<file path="src/rtl/fb_scanout.sv">
// Raster scanout for a 1-bit framebuffer.
// Generates the display timing and issues one framebuffer read per active pixel.
// Pixel data and sync/de are aligned so that every display output for a
// position appears two ce edges after that position's read address.
module fb_scanout #(
    parameter int   HOR_ACTIVE_PIXELS = 640,
    parameter int   VER_ACTIVE_PIXELS = 480,
    parameter int   HOR_FRONT_PORCH   = 16,
    parameter int   HOR_SYNC          = 96,
    parameter int   HOR_BACK_PORCH    = 48,
    parameter int   VER_FRONT_PORCH   = 10,
    parameter int   VER_SYNC          = 2,
    parameter int   VER_BACK_PORCH    = 33,
    parameter logic SYNC_ACTIVE_LEVEL = 1'b0
) (
    input  logic        clk,
    input  logic        rst,
    input  logic        ce,
    output logic        rd_en,
    output logic [20:0] rd_addr,
    input  logic        rd_data,
    output logic        hsync,
    output logic        vsync,
    output logic        de,
    output logic        video_out,
    output logic        vblank,
    output logic        frame_start
);

    localparam int H_TOTAL = HOR_ACTIVE_PIXELS + HOR_FRONT_PORCH + HOR_SYNC + HOR_BACK_PORCH;
    localparam int V_TOTAL = VER_ACTIVE_PIXELS + VER_FRONT_PORCH + VER_SYNC + VER_BACK_PORCH;

    // 11-bit versions of the region boundaries so comparisons stay width-matched
    localparam logic [10:0] H_ACTIVE     = 11'(HOR_ACTIVE_PIXELS);
    localparam logic [10:0] V_ACTIVE     = 11'(VER_ACTIVE_PIXELS);
    localparam logic [10:0] H_SYNC_FIRST = 11'(HOR_ACTIVE_PIXELS + HOR_FRONT_PORCH);
    localparam logic [10:0] H_SYNC_LAST  = 11'(HOR_ACTIVE_PIXELS + HOR_FRONT_PORCH + HOR_SYNC - 1);
    localparam logic [10:0] V_SYNC_FIRST = 11'(VER_ACTIVE_PIXELS + VER_FRONT_PORCH);
    localparam logic [10:0] V_SYNC_LAST  = 11'(VER_ACTIVE_PIXELS + VER_FRONT_PORCH + VER_SYNC - 1);
    localparam logic [10:0] H_LAST       = 11'(H_TOTAL - 1);
    localparam logic [10:0] V_LAST       = 11'(V_TOTAL - 1);

    localparam logic SYNC_IDLE = ~SYNC_ACTIVE_LEVEL;

    logic [10:0] h_cnt_reg, h_cnt_next;
    logic [10:0] v_cnt_reg, v_cnt_next;
    logic [20:0] addr_cnt_reg, addr_cnt_next;
    logic        line_end, frame_end, active;
    logic        hs_now, vs_now;

    // stage A carries the sync/de for the position whose address is on rd_addr;
    // stage B waits out the framebuffer read latency
    logic de_a_reg, hs_a_reg, vs_a_reg;
    logic de_b_reg, hs_b_reg, vs_b_reg;

    // Next-position, running-address and sync-level decode for the current position
    always_comb begin
        line_end      = (h_cnt_reg == H_LAST);
        frame_end     = line_end && (v_cnt_reg == V_LAST);
        active        = (h_cnt_reg < H_ACTIVE) && (v_cnt_reg < V_ACTIVE);
        h_cnt_next    = line_end ? 11'd0 : h_cnt_reg + 11'd1;
        v_cnt_next    = v_cnt_reg;
        if (line_end) begin
            v_cnt_next = (v_cnt_reg == V_LAST) ? 11'd0 : v_cnt_reg + 11'd1;
        end
        // blanking never increments, so consecutive lines get consecutive addresses
        addr_cnt_next = addr_cnt_reg;
        if (frame_end) begin
            addr_cnt_next = 21'd0;
        end else if (active) begin
            addr_cnt_next = addr_cnt_reg + 21'd1;
        end
        hs_now = ((h_cnt_reg >= H_SYNC_FIRST) && (h_cnt_reg <= H_SYNC_LAST)) ? SYNC_ACTIVE_LEVEL : SYNC_IDLE;
        vs_now = ((v_cnt_reg >= V_SYNC_FIRST) && (v_cnt_reg <= V_SYNC_LAST)) ? SYNC_ACTIVE_LEVEL : SYNC_IDLE;
    end

    // Raster position and running address counters, advancing one pixel per ce
    always_ff @(posedge clk or posedge rst) begin
        if (rst) begin
            h_cnt_reg    <= 11'd0;
            v_cnt_reg    <= 11'd0;
            addr_cnt_reg <= 21'd0;
        end else if (ce) begin
            h_cnt_reg    <= h_cnt_next;
            v_cnt_reg    <= v_cnt_next;
            addr_cnt_reg <= addr_cnt_next;
        end
    end

    // Stage A: framebuffer read request plus the matching timing signals
    always_ff @(posedge clk or posedge rst) begin
        if (rst) begin
            rd_en    <= 1'b0;
            rd_addr  <= 21'd0;
            de_a_reg <= 1'b0;
            hs_a_reg <= SYNC_IDLE;
            vs_a_reg <= SYNC_IDLE;
        end else if (ce) begin
            rd_en    <= active;
            if (active) begin
                rd_addr <= addr_cnt_reg;
            end
            de_a_reg <= active;
            hs_a_reg <= hs_now;
            vs_a_reg <= vs_now;
        end
    end

    // Stage B: timing signals wait while the framebuffer produces rd_data
    always_ff @(posedge clk or posedge rst) begin
        if (rst) begin
            de_b_reg <= 1'b0;
            hs_b_reg <= SYNC_IDLE;
            vs_b_reg <= SYNC_IDLE;
        end else if (ce) begin
            de_b_reg <= de_a_reg;
            hs_b_reg <= hs_a_reg;
            vs_b_reg <= vs_a_reg;
        end
    end

    // Output stage: pixel bit gated by de so read data during blanking never leaks out
    always_ff @(posedge clk or posedge rst) begin
        if (rst) begin
            de        <= 1'b0;
            video_out <= 1'b0;
            hsync     <= SYNC_IDLE;
            vsync     <= SYNC_IDLE;
        end else if (ce) begin
            de        <= de_b_reg;
            video_out <= de_b_reg ? rd_data : 1'b0;
            hsync     <= hs_b_reg;
            vsync     <= vs_b_reg;
        end
    end

    // Scheduling hint: vertical blanking flag, not aligned with the display pipeline
    always_ff @(posedge clk or posedge rst) begin
        if (rst) begin
            vblank <= 1'b0;
        end else if (ce) begin
            vblank <= (v_cnt_reg >= V_ACTIVE);
        end
    end

    // Frame wrap pulse: evaluated every clk so it lasts one clk even with sparse ce
    always_ff @(posedge clk or posedge rst) begin
        if (rst) begin
            frame_start <= 1'b0;
        end else begin
            frame_start <= ce && frame_end;
        end
    end

endmodule

</file>
<file path="config.mk">
export PLATFORM = sky130hd
export DESIGN_NAME = fb_scanout
export DESIGN_NICKNAME = d
export VERILOG_FILES = /design/src/rtl/fb_scanout.sv
export SDC_FILE = /design/constraint.sdc
export NUM_CORES = 1
export LEC_CHECK = 0
export ABC_AREA = 0
export BUFFER_PORTS_ARGS = -buffer_cell sky130_fd_sc_hd__buf_2
export CORE_MARGIN = 5
export CORE_UTILIZATION = 58
export CTS_CLUSTER_SIZE = 24
export DETAILED_ROUTE_END_ITERATION = 7
export GPL_ROUTABILITY_DRIVEN = 0
export PLACE_DENSITY = 0.86
export SETUP_SLACK_MARGIN = 0.2
export SLEW_MARGIN = 25
export SYNTH_ARGS = -nofsm -noshare
export SYNTH_HDL_FRONTEND = slang
export SYNTH_SLANG_ARGS = --single-unit
</file>
<file path="constraint.sdc">
create_clock -name clk -period 4.8 [get_ports clk]
set_input_delay 0.24 -clock clk [delete_from_list [all_inputs] [get_ports clk]]
set_output_delay 0.24 -clock clk [all_outputs]
set_load 0.01 [all_outputs]
</file>
==> results by group <==
Routing
  • DRT antenna net count: 0
  • Met2 wire len: about 3300 um
  • Via Count: between 2000 and 3000
  • Starting DRT DRC Count: around 170
  • Drt drc: 0
  • Highest metal used: met4
  • Metal-1 WL: 3271 um
  • Wire per inst: approximately 15 um
  • Wire length on met3: approximately 330 um
  • WL final: 7021 um
  • DR pass1 iterations: 4
  • Via density per instance: about 5.7

Floorplanning
  • Die width: between 80 and 90 um
  • Core area: about 6000 sq um
  • Initial Utilization: 0.5935
  • # rows: 28
  • Ports: 32
  • Die Ht: between 80 and 90 um
  • Die area: 7676 sq um

STA
  • TNS Setup: 0 ns
  • Final Max Slew Viols: 0
  • Worst slew pin tran: around 0.91 ns
  • Final WS setup: around 2.3 ns
  • Clk_skew: between 0.01 and 0.015 ns
  • Setup violations, final: 0
  • Post-layout min period: approximately 2.5 ns
  • Fin crit share: 0.5195
  • Final Hold Slack: around 0.021 ns
  • Top achievable clock speed: 0.4011 GHz
  • Slew HR: 0.3944
  • Unrepaired setup endpoints after global routing: false
  • Fin. Hold Viols: 0

Worst setup path
  • Worst EP required: 5.07 ns
  • CP max FO: 23
  • CP Cell Sequence: nor2_1 -> nand4_1 -> or4_1 -> o211ai_1
  • Crit path DAT: approximately 2.8 ns
  • CP max stage delay: approximately 0.79 ns
  • Startpoint Class: register
  • WS Path Type: register to register
  • Crit. End Element: register
  • Critical path's slowest cell: nand4_1
  • Top delay family on crit path: simple AND/OR/NAND/NOR gates
  • Critical path buffers and inverters: 0

Synth
  • Avg Cell Area, Syn: roughly 9.6 sq um
  • Main combinational cell family by area after synthesis: simple AND/OR/NAND/NOR gates
  • Mapped Cells: approximately 360
  • Mapped Area: around 3500 sq um
  • Mux contribution to synthesized area: 0.02507
  • XOR/XNOR Fraction of Synth Area: 0.04513
  • #FFs+latches synth: 76
  • Simple-Gate Fraction of Synth Area: 0.2385
  • Synth warn: 0
  • Post-Syn Nets: around 370
  • Share of the yosys chip area belonging to registers: 0.5466
  • Adder-Cell Fraction of Synth Area: 0.01791
  • Synth Area in Compound Gates: 0.09742
  • Yosys cell types: 41

Finish
  • N_diodes: 0
  • P&R area growth vs syn: 14.61%
  • Share of cells above drive strength 1: 0.1729
  • Fin area: 4004 sq um
  • NumNets Final: approximately 400

Clock network
  • H-tree levels: 3
  • CTS tree: yes
  • Reg clk slew, reported paths: 0.08 ns
  • Setup bufs post-CTS: 0
  • Hold-fix buffer count after cts: 0
  • Worst-Skew Late Latency: roughly 0.35 ns
  • Clock Tree Root: clkbuf_8
  • Clock Path Buffers: 2
  • Clock buffer count from CTS: 9
  • CTS Sinks: between 70 and 80
  • CTS resizes: 0

Job
  • Max-Cap Viols: 0

Global route
  • Vias in the first global route: ~2600
  • Overflow after GRT: 0
  • Initial antenna violation count: 0
  • Gr usage total: 0.2043
  • First-pass GRT wire length: 12390 um
  • Largest net degree at the start of global routing: 40

Placed design
  • Buffers on Ports: 31
  • Post-detail-place hpwl: around 4600 um
  • Placement Cell Area: 3707 sq um
  • Post-Place Setup Slack: about 2.2 ns

Power
  • Leak: ~0.0019 uW
  • Pwr Density: about 400 nW/um^2
  • Worst vdd ir: approximately 250 uV

Run status
  • Status: completed

Worst hold path
  • Class of the worst hold path: primary input to asynchronous set/reset pin
## worst paths after layout
path / endpoint / start / slack [ns] / cells past startpoint
max: addr_cnt_reg[18]$_DFFE_PP0P_ / v_cnt_reg[9]$_DFFE_PP0P_ / 2.31 / 4
min: addr_cnt_reg[3]$_DFFE_PP0P_ / rst / 0.02 / 2
max reg2reg: addr_cnt_reg[18]$_DFFE_PP0P_ / v_cnt_reg[9]$_DFFE_PP0P_ / 2.31 / 4
min reg2reg: rd_addr[3]$_DFFE_PP0P_ / rd_addr[3]$_DFFE_PP0P_ / 0.47 / 2
max in group asynchronous: vs_a_reg$_DFFE_PP1P_ / rst / 3.78 / 3
min in group clk: video_out$_DFFE_PP0P_ / rd_data / 0.15 / 3
## Yosys cell counts
cell type	n	area, sq um
or3_1	3	18.77
ha_1	5	62.56
a31oi_1	5	31.28
buf_4	1	7.510
buf_2	1	5.000
inv_1	10	37.54
a21oi_1	10	50.05
xnor2_1	10	87.58
a21o_1	3	22.52
or4b_1	1	10.01
o32a_1	2	20.02
nor3_1	9	45.04
or3b_1	1	8.760
nand3_1	20	100.1
nor2_1	21	78.83
and4_1	2	17.52
o31ai_1	1	7.510
or4_4	1	11.26
or3_4	1	11.26
nor2b_1	2	12.51
nor4_4	1	21.27
mux2_2	6	67.56
or4_1	1	7.510
o21ai_0	33	165.2
nand2b_1	1	6.260
xor2_1	8	70.07
nor3_2	1	10.01
dfstp_2	6	157.7
clkbuf_1	14	52.55
nand4bb_1	1	11.26
nand4b_1	2	17.52
a211o_1	1	8.760
nand3b_1	1	7.510
dfrtp_1	70	1752
o211ai_1	1	7.510
o22ai_1	3	18.77
and3_1	4	25.02
a21oi_2	1	8.760
mux2i_1	2	20.02
nand4_1	18	112.6
nand2_1	80	300.3
## cell usage in the layout (no fill, tap or decap), drive strengths merged, types with 3 or more instances in the layout
| cell type | synthesis | final |
|---|---|---|
| dfrtp | 70 | 70 |
| xor2 | 8 | 8 |
| or3 | 4 | 4 |
| buf | 2 | 35 |
| a21oi | 11 | 11 |
| nor3 | 10 | 10 |
| nor2 | 21 | 21 |
| bufinv | 0 | 5 |
| ha | 5 | 5 |
| and3 | 4 | 4 |
| dfstp | 6 | 6 |
| nand2 | 80 | 80 |
| a31oi | 5 | 5 |
| nand3 | 20 | 20 |
| a21o | 3 | 3 |
| clkbuf | 14 | 10 |
| o22ai | 3 | 3 |
| nand4 | 18 | 18 |
| inv | 10 | 10 |
| xnor2 | 10 | 10 |
| mux2 | 6 | 6 |
| o21ai | 33 | 33 |
## per-stage QoR
stage | instances | util | total power [uW]
floorplan | 364 | - | 900.2
global placement | 458 | 0.6299 | 943.0
detailed placement | 458 | 0.6299 | 956.2
CTS | 474 | 0.6803 | 1657
global route | 474 | 0.6803 | 1727
finish | 474 | 0.6803 | 1650
## logic make-up after synthesis
family,Yosys count
DFF,76
and+or+nand+nor,171
muxes,8
buffers and inverters,26
xor gates and xnor gates,18
AOI/OAI and AO/OA,60
adders and majority gates,5
## final cells by class
cell class / instances / area, sq um
Sequential cell: 76 / 1909
Tap cell: 75 / 93.84
Multi-Input combinational cell: 262 / 1481
Fill cell: 450 / 1882
Inverter: 10 / 37.54
Clock inverter: 6 / 158.9
Timing Repair Buffer: 35 / 185.2
Clock buffer: 10 / 137.6
## where the power goes
part	internal [uW]	switching, uW	total [uW]
Combinational	73.2	99.7	173
Clock	466	238	703
Sequential	700	74.3	774
## routing by layer
layer | up-vias | global-route usage
met5 | - | 0
met1 | 1315 | 0.2807
li1 | 1320 | -
met4 | 0 | 0.07950
met2 | 71 | 0.3267
met3 | 11 | 0.03481
No activity file was read; power rests on OpenSTA's default activity.
